===== config.mk =====
export PLATFORM = sky130hd
export DESIGN_NAME = serial_adder_ctrl
export DESIGN_NICKNAME = d
export VERILOG_FILES = /design/src/rtl/serial_adder_ctrl.sv
export SDC_FILE = /design/constraint.sdc
export NUM_CORES = 1
export LEC_CHECK = 0
export CORE_MARGIN = 1.5
export CORE_UTILIZATION = 35
export CTS_BUF_LIST = sky130_fd_sc_hd__clkbuf_4 sky130_fd_sc_hd__clkbuf_8 sky130_fd_sc_hd__clkbuf_16
export DETAILED_ROUTE_END_ITERATION = 8
export DONT_BUFFER_PORTS = 1
export GPL_ROUTABILITY_DRIVEN = 0
export HOLD_SLACK_MARGIN = 0.03
export PLACE_DENSITY = 0.47
export SLEW_MARGIN = 20
export SYNTH_ARGS = -nofsm -noshare
export SYNTH_HDL_FRONTEND = slang
export SYNTH_SLANG_ARGS = --single-unit

===== constraint.sdc =====
create_clock -name clk -period 2.9 [get_ports clk]
set_input_delay 0.29 -clock clk [delete_from_list [all_inputs] [get_ports clk]]
set_output_delay 0.29 -clock clk [all_outputs]
set_load 0.01 [all_outputs]

===== src/rtl/serial_adder_ctrl.sv =====
// Bit-serial add/subtract controller: one full-adder cell walks WIDTH-bit operands LSB first,
// with a start/busy/done handshake framing each operation.
module serial_adder_ctrl #(
    parameter int WIDTH = 8
) (
    input  logic             clk,
    input  logic             rst_n,
    input  logic             start,
    input  logic             sub,
    input  logic [WIDTH-1:0] a,
    input  logic [WIDTH-1:0] b,
    input  logic             cin,
    output logic             busy,
    output logic             done,
    output logic [WIDTH-1:0] sum,
    output logic             cout,
    output logic             ovf
);

    localparam int CW = (WIDTH > 1) ? $clog2(WIDTH) : 1;

    typedef enum logic [1:0] {
        IDLE = 2'd0,
        RUN  = 2'd1,
        DONE = 2'd2
    } state_t;

    state_t           state_reg, state_next;
    logic [CW-1:0]    cnt_reg;
    logic [WIDTH-1:0] a_sr_reg, b_sr_reg, sum_sr_reg, sum_reg;
    logic             carry_reg, cout_reg, ovf_reg;

    logic             accept;
    logic             last_bit;
    logic             fa_s, fa_co;
    logic [WIDTH-1:0] sum_sr_next;

    assign last_bit    = (cnt_reg == CW'(WIDTH - 1));
    assign fa_s        = a_sr_reg[0] ^ b_sr_reg[0] ^ carry_reg;
    assign fa_co       = ((a_sr_reg[0] ^ b_sr_reg[0]) & carry_reg) | (a_sr_reg[0] & b_sr_reg[0]);
    assign sum_sr_next = {fa_s, sum_sr_reg[WIDTH-1:1]};

    always_ff @(posedge clk) begin
        if (!rst_n) begin
            state_reg <= IDLE;
        end else begin
            state_reg <= state_next;
        end
    end

    always_comb begin
        state_next = state_reg;
        accept     = 1'b0;
        case (state_reg)
            IDLE: begin
                if (start) begin
                    state_next = RUN;
                    accept     = 1'b1;
                end
            end
            RUN: begin
                if (last_bit) begin
                    state_next = DONE;
                end
            end
            DONE: begin
                if (start) begin
                    state_next = RUN;
                    accept     = 1'b1;
                end else begin
                    state_next = IDLE;
                end
            end
            default: state_next = IDLE;
        endcase
    end

    // Subtraction is a + ~b + 1: invert B on load and force the initial carry high.
    always_ff @(posedge clk) begin
        if (!rst_n) begin
            cnt_reg    <= '0;
            a_sr_reg   <= '0;
            b_sr_reg   <= '0;
            sum_sr_reg <= '0;
            sum_reg    <= '0;
            carry_reg  <= 1'b0;
            cout_reg   <= 1'b0;
            ovf_reg    <= 1'b0;
        end else if (accept) begin
            cnt_reg   <= '0;
            a_sr_reg  <= a;
            b_sr_reg  <= sub ? ~b : b;
            carry_reg <= sub ? 1'b1 : cin;
        end else if (state_reg == RUN) begin
            cnt_reg    <= cnt_reg + 1'b1;
            a_sr_reg   <= {1'b0, a_sr_reg[WIDTH-1:1]};
            b_sr_reg   <= {1'b0, b_sr_reg[WIDTH-1:1]};
            sum_sr_reg <= sum_sr_next;
            carry_reg  <= fa_co;
            if (last_bit) begin
                // carry_reg here is the carry into the MSB cell.
                sum_reg  <= sum_sr_next;
                cout_reg <= fa_co;
                ovf_reg  <= carry_reg ^ fa_co;
            end
        end
    end

    assign busy = (state_reg == RUN);
    assign done = (state_reg == DONE);
    assign sum  = sum_reg;
    assign cout = cout_reg;
    assign ovf  = ovf_reg;

endmodule


==> After elaboration in Yosys (flattened, before gate mapping) <==
Cells that the tools add are included.
{ "op_classes": {"addsub": 1, "n_eq_ne": 5, "muxes": 14, "n_bitwise": 9, "reduce_logical": 7} }
{ "op_table": {"columns": ["cell", "count"], "rows": [
  ["$mux 8", 5],
  ["$not 8->8", 1],
  ["$mux 1", 6],
  ["$pmux 2 s3", 1],
  ["$mux 2", 2],
  ["$reduce_and 2->1", 2],
  ["$reduce_or 2->1", 2],
  ["$add 3x1->3 const B", 1],
  ["$eq 3x3->1 const B", 1],
  ["$reduce_and 3->1", 1],
  ["$xor 1x1->1", 3],
  ["$and 1x1->1", 2],
  ["$eq 2x1->1 const B", 1],
  ["$eq 2x2->1 const B", 1],
  ["$logic_not 2->1", 1],
  ["$ne 2x1->1 const B", 1],
  ["$ne 2x2->1 const B", 1],
  ["$not 1->1", 2],
  ["$reduce_bool 2->1", 1],
  ["$or 1x1->1", 1]
]} }
{ "totals": {"ff_bits": 40, "input_bits": 21, "out_inout_bits": 12, "elab_cells": 45} }

==> Longest topological paths before layout <==
Gate-level depths: netlist of run 1.
{ "depth": {"depth_word": 5, "mapped_depth": 6, "mapped_depth_nobuf": 5} }

==> Worst setup path after synthesis of run 1 <==
OpenSTA, ideal clock, no wires.
{ "synth_timing": {"path_kind": "flip-flop to flip-flop", "start": "register cnt_reg[0]", "end": "register cout_reg (netlist: cout)", "setup_time_ps": 116, "t_arrival_ps": 1215, "required_time_ps": 2784, "path_slack_ps": 1568, "stages_incl_launch_ff": 6, "path_buffers": 1, "period_less_slack_ps": 1332, "path_cell_list": "dfxtp_1 ha_1 ha_1 and3b_1 buf_4 o211a_1"} }
{ "synth_via": {"elab_chain_len": 2} }
{ "synth_lines": {"columns": ["item", "line_no", "text"], "rows": [
  ["start, declared", "29", "logic [CW-1:0] cnt_reg;"],
  ["start signal, assigned", "95", "cnt_reg <= cnt_reg + 1'b1;"],
  ["$eq 3x3->1", "38", "assign last_bit = (cnt_reg == CW'(WIDTH - 1));"],
  ["$reduce_and 3->1 (no source line)", null, null],
  ["end signal, assigned", "103", "cout_reg <= fa_co;"],
  ["end, declared", "31", "logic carry_reg, cout_reg, ovf_reg;"]
]} }
Every way passes these cells.
A chain may end at the register's enable or synchronous reset.

==> Worst setup path after layout of run 1 <==
{ "layout_timing": {"start": "register state_reg[0]", "end": "output busy"} }
{ "layout_via": {"elab_chain_len": 1} }
{ "layout_lines": {"columns": ["item", "line_no", "text"], "rows": [
  ["start, declared", "28", "state_t state_reg, state_next;"],
  ["start signal, assigned", "47", "state_reg <= state_next;"],
  ["$eq 2x1->1", "109", "assign busy = (state_reg == RUN);"],
  ["end, declared", "13", "output logic busy,"]
]} }
Every way passes these cells.

==> results.sh, run 1 <==
export IMPL_outcome="finished clean"
export IMPL_slew_headroom=0.3566
export IMPL_gr_total_overflow=0
export IMPL_die_area_mm2=0.005237
export IMPL_fin_crit_sh=0.5970
export IMPL_ys_flop_type="dfxtp_1"
export IMPL_synth_top_cells_by_area="dfxtp_1 46%, nand2_1 10%, a21boi_0 5.8%, o221ai_1 4.7%, xor2_1 4.2%"
export IMPL_drc_errors=0
export IMPL_grt_max_degree=38
export IMPL_antenna_left=0
export IMPL_die_h_um=72.37
export IMPL_seq_area_frac_synth=0.4636
export IMPL_chipWidth_um=72.37
export IMPL_synthCells=190
export IMPL_vias=1244
export IMPL_avgViaCountPerCell=5.205
export IMPL_pwr_share_seq=0.558
export IMPL_ys_seq_elements=39
export IMPL_nets=208
export IMPL_hold_viol=0
export IMPL_skew_ns=0.005070
export IMPL_netlist_area_mm2=0.001684
export IMPL_rsz0062_at_grt="no"
export IMPL_grtUsageTotal=0.1424
export IMPL_sw_frac_of_total=0.2550
export IMPL_critical_path_class="reg2out"
export IMPL_hold_ws_ns=0.1257
export IMPL_post_cts_resized=0
export IMPL_combPwrFrac=0.100
export IMPL_boundaryPins=33
export IMPL_multi_input_area_um2=784.5
export IMPL_cp_arrival_ns=1.44
export IMPL_crit_chain="nand2b_1 > inv_6"
export IMPL_cts_hold_buf=0
export IMPL_post_place_ws_ns=1.315
export IMPL_fin_tns_setup_ns=0
export IMPL_p_per_area_mw_per_mm2=592.7
export IMPL_cts_tree="done"
export IMPL_synth_nets=214
export IMPL_ir_drop_uv=212.3
export IMPL_dr_pass1_iters=4
export IMPL_fillers=504
export IMPL_initial_core_util=0.3589
export IMPL_critPathCaptureType="primary output"
export IMPL_path_max_fanout=26
export IMPL_cts_sinks=39
export IMPL_p_clk_frac=0.342
export IMPL_intPower_mw=0.7702
export IMPL_hold_path_class="in2reg"
export IMPL_io_buffer_count=0
export IMPL_dpl_hpwl_um=2242
export IMPL_crit_slowest_cell="dfxtp_1"
export IMPL_grt_pass1_vias=1202
export IMPL_cts_htree_levels=2
export IMPL_ys_warn_count=0
export IMPL_maxCapViolCount=0
export IMPL_wl_per_cell_um=13.90
export IMPL_cts_buffer_depth=2
export IMPL_total_power_mw=1.034
export IMPL_cp_required_ns=2.61
export IMPL_grt_antenna_before_repair=0
export IMPL_fmax_ghz=0.5776
export IMPL_drt_wl_total_um=3322
export IMPL_ys_types=31
export IMPL_synth_top_area_cell="dfxtp_1"
export IMPL_avgSynthCellArea_um2=8.864
export IMPL_synth_top_area_share=0.4636
export IMPL_cts_root_buf="clkbuf_8"
export IMPL_cts_buffers=5
export IMPL_async_flop_share=0
export IMPL_synth_edf_count=0
export IMPL_syn_to_final_growth_pct=3.566
export IMPL_n_antenna_cell=0
export IMPL_clk_pin_slew_ns=0.08
export IMPL_setup_violations=0
export IMPL_p_switching_mw=0.2637
export IMPL_coreArea_mm2=0.004692
export IMPL_min_period_ns=1.731
export IMPL_grt_pass1_wl_um=5782
export IMPL_seqCellArea_um2=780.7
export IMPL_layout_drive_gt1_share=0.05946
export IMPL_max_stage_delay_ns=0.41
export IMPL_cellLeakagePower_nw=0.6421
export IMPL_drt_iter0_drc=79
export IMPL_setup_ws_ns=1.169
export IMPL_clock_latency_ns=0.29
export IMPL_startpoint_type="register"
export IMPL_tightest_slew_ns=0.9631
export IMPL_slew_viol_final=0
export IMPL_placementRows=25
export IMPL_post_cts_buffers=0
-- routing by layer --
| layer | wire length, um | global-route usage | vias to the layer above | part of all wire |
|---|---|---|---|---|
| met4 | 58 | 0.05660 | 0 | 0.017 |
| li1 | - | - | 636 | - |
| met5 | 0 | 0 | - | 0 |
| met3 | 226 | 0.05694 | 7 | 0.068 |
| met1 | 1479 | 0.1794 | 574 | 0.45 |
| met2 | 1557 | 0.2181 | 27 | 0.47 |
-- cells in the mapped netlist, types with 2 or more instances --
| cell | n |
|---|---|
| buf_4 | 5 |
| buf_2 | 4 |
| nand3_1 | 3 |
| o21ai_0 | 4 |
| nor3_1 | 9 |
| a22oi_1 | 2 |
| dfxtp_1 | 39 |
| ha_1 | 2 |
| and2_1 | 2 |
| a21oi_1 | 3 |
| buf_6 | 3 |
| o221ai_1 | 9 |
| a31oi_1 | 4 |
| o211a_1 | 3 |
| a21boi_1 | 4 |
| xnor2_1 | 2 |
| inv_1 | 3 |
| a21boi_0 | 13 |
| clkbuf_1 | 2 |
| xor2_1 | 8 |
| nand2_1 | 46 |
| nor2_1 | 10 |
| nor2b_1 | 2 |
-- power by group through the flow --
stage	registers (mW)	clock network [mW]	logic, mW
final	0.577	0.354	0.103
after global placement	0.589	0	0.103
after global routing	0.581	0.397	0.118
after floorplan	0.586	0	0.105
after detailed placement	0.590	0	0.105
after CTS	0.577	0.370	0.106
-- layout make-up --
cell class,instances,area share
multi-input cells,133,0.4498
clock buffers,5,0.03945
flip-flops and latches,39,0.4476
clock inverters,3,0.008608
inverters,4,0.01148
repair buffers,1,0.004304
well taps,54,0.03874
-- critical path, delay by kind of cell (launching register included) --
kind                   cells  cell delay (ns)
flip-flops                 1             0.41
buffers and inverters      1             0.35
AND/OR/NAND/NOR            1             0.39
-- placed cells by master (no fill, tap or decap) --
master,n
nor2_1,10
clkbuf_8,5
inv_6,1
nand3_1,3
a31oi_1,4
a21oi_1,3
a22oi_1,2
dfxtp_1,39
o221ai_1,9
a21boi_1,4
clkinv_2,3
o21a_1,1
nand2_1,46
inv_1,3
nor2b_1,2
nor3_1,9
fa_1,1
and2_1,2
o22ai_1,1
nand2b_2,1
nand2b_1,1
xor2_1,8
a21boi_0,13
o211a_1,3
buf_4,1
xnor2_1,2
ha_1,2
and3b_1,1
o21ai_0,4
nand3b_1,1
-- through the flow --
| step | area, um2 | utilization | instances |
|---|---|---|---|
| after global placement | 1660 | 0.3539 | 231 |
| after global routing | 1744 | 0.3717 | 239 |
| final | 1744 | 0.3717 | 239 |
| after detailed placement | 1660 | 0.3539 | 231 |
| after floorplan | 1684 | - | 190 |
| after CTS | 1744 | 0.3717 | 239 |
-- path summary, 6_finish.rpt --
check / from / endpoint / slack [ns] / cells after the start
max: state_reg[0] / busy / 1.17 / 2
min: rst_n / sum[7] / 0.13 / 1
max reg2reg: state_reg[1] / carry_reg / 1.29 / 4
min reg2reg: cnt_reg[1] / cnt_reg[1] / 0.46 / 2
-- cells by family (layout without fill, tap and decap cells) --
family / Yosys count / after routing / share of synthesized area
AND/OR/NAND/NOR: 76 / 76 / 0.1939
AO/OA/AOI/OAI: 44 / 44 / 0.1932
adder cells (fa/ha/maj): 3 / 3 / 0.02674
flip-flops: 39 / 39 / 0.4636
XOR/XNOR: 10 / 10 / 0.05201
buffers and inverters: 18 / 13 / 0.07058
Note: power is estimated with default switching activity, not from simulation.
==> inputs of run 2 (changes only) <==
- PLACE_DENSITY: 0.47 -> 0.49
- clock period: 2.9 -> 1.5 ns (I/O delays scaled with it)
==> run 2 against run 1 <==
  * Sequential cell count stayed put
  * Via count is 3.1% higher
  * Non-clock buffer count is 7 higher
  * Clock power is 100% higher
  * Count of clock-buffer cells in the layout is 2 higher
  * Combinational power is 130% higher
  * Setup slack worse by 1.1 ns
  * Sequential power is 94% higher
  * Total power is 100% higher
  * First-iteration DRC count is 16% lower
  * Critical endpoint unchanged
==> results.sh, run 2 (same netlist as run 1, synthesis figures left out) <==
export IMPL_clock_latency_ns=0.29
export IMPL_place_area_mm2=0.001690
export IMPL_fin_tns_setup_ns=0
export IMPL_cp_required_ns=1.35
export IMPL_grtUsageTotal=0.1431
export IMPL_hold_viol=0
export IMPL_cts_tree="done"
export IMPL_final_cell_mix="46 x nand2_1, 39 x dfxtp_1, 13 x a21boi_0"
export IMPL_cts_buffers=5
export IMPL_grt_antenna_before_repair=0
export IMPL_vias=1283
export IMPL_gr_total_overflow=0
export IMPL_post_place_ws_ns=0.006496
export IMPL_startpoint_type="register"
export IMPL_cts_sinks=39
export IMPL_placementRows=25
export IMPL_cts_htree_levels=2
export IMPL_r2r_start="cnt_reg[0]"
export IMPL_design_area_mm2=0.001833
export IMPL_die_h_um=72.37
export IMPL_cts_root_buf="clkbuf_8"
export IMPL_final_common_cell="nand2_1"
export IMPL_skew_ns=0.008547
export IMPL_dr_pass1_iters=2
export IMPL_min_period_ns=1.406
export IMPL_outcome="finished clean"
export IMPL_setup_violations=0
export IMPL_critical_path_class="reg2out"
export IMPL_slew_headroom=0.8201
export IMPL_syn_to_final_growth_pct=8.841
export IMPL_p_clk_frac=0.344
export IMPL_wl_per_cell_um=14.16
export IMPL_maxCapViolCount=0
export IMPL_drt_wl_total_um=3483
export IMPL_fillers=507
export IMPL_tightest_slew_ns=0.2695
export IMPL_critPathCaptureType="primary output"
export IMPL_grt_pass1_vias=1288
export IMPL_p_per_area_mw_per_mm2=1126
export IMPL_fin_crit_sh=0.9376
export IMPL_p_switching_mw=0.5109
export IMPL_die_area_mm2=0.005237
export IMPL_grt_max_degree=37
export IMPL_cp_arrival_ns=1.26
export IMPL_avgViaCountPerCell=5.215
export IMPL_grt_pass1_wl_um=5699
export IMPL_layout_drive_gt1_share=0.09896
export IMPL_combPwrFrac=0.115
export IMPL_cts_buffer_depth=2
export IMPL_n_antenna_cell=0
export IMPL_intPower_mw=1.554
export IMPL_cellLeakagePower_nw=0.6861
export IMPL_antenna_left=0
export IMPL_nets=215
export IMPL_rsz0062_at_grt="no"
export IMPL_drc_errors=0
export IMPL_slew_viol_final=0
export IMPL_clk_pin_slew_ns=0.07
export IMPL_pwr_share_seq=0.541
export IMPL_total_power_mw=2.065
export IMPL_ir_drop_uv=534.4
export IMPL_initial_core_util=0.3589
export IMPL_setup_ws_ns=0.09359
export IMPL_fmax_ghz=0.7110
export IMPL_hold_path_class="in2reg"
export IMPL_io_buffer_count=0
export IMPL_critPathLaunch="state_reg[0]"
export IMPL_boundaryPins=33
export IMPL_dpl_hpwl_um=2301
export IMPL_sw_frac_of_total=0.2474
export IMPL_min_from="rst_n"
export IMPL_path_max_fanout=26
export IMPL_chipWidth_um=72.37
export IMPL_coreArea_mm2=0.004692
export IMPL_drt_iter0_drc=66
[run 2: changes by cell type in the layout (fill, tap and decap cells not counted), moves of 2 or more]
cell / previous run / this run
buf_4: 1 / 6
clkbuf_4: 0 / 2
clkinv_2: 3 / 1
nand2b_4: 0 / 2
[run 2: what timing repair did]
action,CTS,global route
gates cloned,0,0
gates resized for setup,4,2
endpoints found under the hold margin,36,0
setup buffers,0,1
hold buffers,2,0
endpoints found under the setup margin,3,3
[run 2: final cells by class]
class | count | area, um2 | share of cell area
inverters | 4 | 22.52 | 0.01229
clock inverters | 1 | 5.005 | 0.002730
flip-flops and latches | 39 | 780.7 | 0.4259
multi-input cells | 133 | 798.3 | 0.4355
well taps | 54 | 67.56 | 0.03686
repair buffers | 8 | 75.07 | 0.04096
clock buffers | 7 | 83.83 | 0.04573
[run 2: path summary, 6_finish.rpt]
kind | end | slack (ns) | cells after the start
max | busy | 0.09 | 3
min | cnt_reg[0] | 0.04 | 2
max reg2reg | ovf | 0.14 | 5
min reg2reg | a_sr_reg[7] | 0.45 | 2
[run 2: layer usage]
layer	vias to the layer above	routed length, um	GRT usage
li1	647	-	-
met3	5	175	0.04444
met4	0	59	0.07547
met2	28	1624	0.2428
met1	603	1624	0.1607
met5	-	0	0
[run 2: worst max-delay path, stage by stage (launching register included)]
cell      delay, ns
dfxtp_1        0.48
nand2b_4       0.16
inv_8          0.17
buf_4          0.15
[run 2: power groups by stage]
stage,clock network (mW),registers [mW],logic [mW]
floorplan,0,1.13,0.204
detailed placement,0,1.14,0.217
finish,0.709,1.12,0.237
CTS,0.735,1.12,0.240
global route,0.773,1.12,0.268
global placement,0,1.14,0.210
[run 2: through the flow]
stage / util / cells / hold WS (ns)
3_3_place_gp: 0.3603 / 235 / 0.2746
2_1_floorplan: - / 190 / 0.2814
4_1_cts: 0.3869 / 245 / 0.03228
3_5_place_dp: 0.3603 / 235 / 0.2803
6_report: 0.3907 / 246 / 0.04317
5_1_grt: 0.3907 / 246 / 0.04435
==> inputs of run 3 (changes only) <==
- CORE_ASPECT_RATIO: not set -> 0.7
==> run 3 against run 2 <==
  * Sequential power hardly changed
  * Hold slack worse by 0.0092 ns
  * Setup slack better by 0.013 ns
  * Maximum frequency is 0.92% higher
  * Critical path depth is 2 higher
  * Clock power is 2% lower
  * Routed wire length is 0.80% higher
  * Critical path type is now reg2reg
  * Count of clock-buffer cells in the layout is 1 lower
  * Non-clock buffer count is 2 lower
==> results.sh, run 3 (same netlist as run 1, synthesis figures left out) <==
export IMPL_grtUsageTotal=0.1401
export IMPL_min_from="rst_n"
export IMPL_drc_errors=0
export IMPL_slew_viol_final=0
export IMPL_boundaryPins=33
export IMPL_wl_per_cell_um=14.27
export IMPL_final_common_cell="nand2_1"
export IMPL_cts_tree="done"
export IMPL_hold_viol=0
export IMPL_cts_htree_levels=2
export IMPL_rsz0062_at_grt="no"
export IMPL_nets=214
export IMPL_cts_root_buf="clkbuf_8"
export IMPL_cp_required_ns=1.71
export IMPL_fmax_ghz=0.7176
export IMPL_outcome="finished clean"
export IMPL_slew_headroom=0.7077
export IMPL_timing_rr_end="sum[0]"
export IMPL_skew_ns=0.006841
export IMPL_fin_crit_sh=0.9291
export IMPL_clock_latency_ns=0.29
export IMPL_tightest_slew_ns=0.4385
export IMPL_startpoint_type="register"
export IMPL_r2r_slack_ns=0.11
export IMPL_drt_wl_total_um=3511
export IMPL_vias=1301
export IMPL_cts_buffers=5
export IMPL_antenna_left=0
export IMPL_cts_sinks=39
export IMPL_dp_cells=235
export IMPL_final_cell_mix="46 x nand2_1, 39 x dfxtp_1, 13 x a21boi_0"
export IMPL_cp_arrival_ns=1.61
export IMPL_post_cts_buffers=0
export IMPL_cellLeakagePower_nw=0.6718
export IMPL_ir_drop_uv=509.1
export IMPL_r2r_start="cnt_reg[0]"
export IMPL_reg2reg_depth=5
export IMPL_stdcell_count=246
export IMPL_syn_to_final_growth_pct=7.578
export IMPL_critical_path_class="reg2reg"
export IMPL_fin_tns_setup_ns=0
export IMPL_placementRows=20
export IMPL_hold_path_class="in2reg"
export IMPL_drt_iter0_drc=56
export IMPL_path_max_fanout=8
export IMPL_setup_violations=0
export IMPL_grt_antenna_before_repair=0
export IMPL_io_buffer_count=0
export IMPL_grt_pass1_vias=1164
export IMPL_n_antenna_cell=0
export IMPL_hold_end="cnt_reg[2]"
export IMPL_dr_pass1_iters=4
export IMPL_coreArea_mm2=0.004479
export IMPL_p_per_area_mw_per_mm2=1131
export IMPL_initial_core_util=0.3760
export IMPL_grt_pass1_wl_um=5575
export IMPL_min_period_ns=1.394
export IMPL_total_power_mw=2.049
export IMPL_grt_max_degree=38
export IMPL_clk_pin_slew_ns=0.08
export IMPL_min_path_cells=2
export IMPL_chipWidth_um=85.91
export IMPL_dpl_hpwl_um=2257
export IMPL_maxCapViolCount=0
export IMPL_gr_total_overflow=0
export IMPL_die_h_um=61.04
export IMPL_layout_drive_gt1_share=0.09424
export IMPL_final_util=0.4045
export IMPL_critPathLaunch="cnt_reg[0]"
export IMPL_avgViaCountPerCell=5.289
export IMPL_die_area_mm2=0.005244
export IMPL_cts_buffer_depth=2
export IMPL_critPathCaptureType="register"
run 3: worst max path at each step:
stage	slack [ns]	cells past startpoint	to
global route	0.004	5	sum[2]
floorplan	0.17	5	cout
detailed placement	0.02	5	sum[0]
global placement	0.09	5	cout
finish	0.11	5	sum[0]
CTS	0.004	5	sum[0]
run 3: layout make-up:
class,instances,area (um2)
Fill cell,464,2668
Timing Repair inverter,1,5.005
Clock buffer,6,76.32
Sequential cell,39,780.7
Clock inverter,2,12.51
Timing Repair Buffer,6,60.06
Inverter,4,20.02
Tap cell,55,68.82
Multi-Input combinational cell,133,788.3
run 3: repair_timing:
action | CTS | global route
endpoints found under the setup margin | 0 | 11
hold endpoints to repair | 36 | 36
gates resized for setup | 0 | 3
run 3: where the power goes:
part           internal, mW  switching (mW)
logic                0.0990           0.137
clock network         0.343           0.353
registers              1.09          0.0301
run 3: critical path: stages (launching register included):
cell and delay (ns):
dfxtp_1 0.33, ha_1 0.20, ha_1 0.20, nand3b_1 0.33, nand2_1 0.09, a21boi_0 0.18
run 3: metal layers:
layer  vias to the layer above  track usage  share of wire
met1                       628       0.1909           0.53
met3                         8      0.04155          0.035
met5                         -            0              0
li1                        646            -              -
met4                         0      0.05530          0.012
met2                        19       0.2126           0.43
run 3: metrics by stage:
step                hold WS, ns  worst slack [ns]  area, um2
floorplan                0.2814            0.1684       1684
global placement         0.2738           0.08954       1684
detailed placement       0.2788           0.01778       1684
CTS                    -0.02989          0.004054       1773
global route            0.04273          0.004150       1812
finish                  0.03393            0.1064       1812
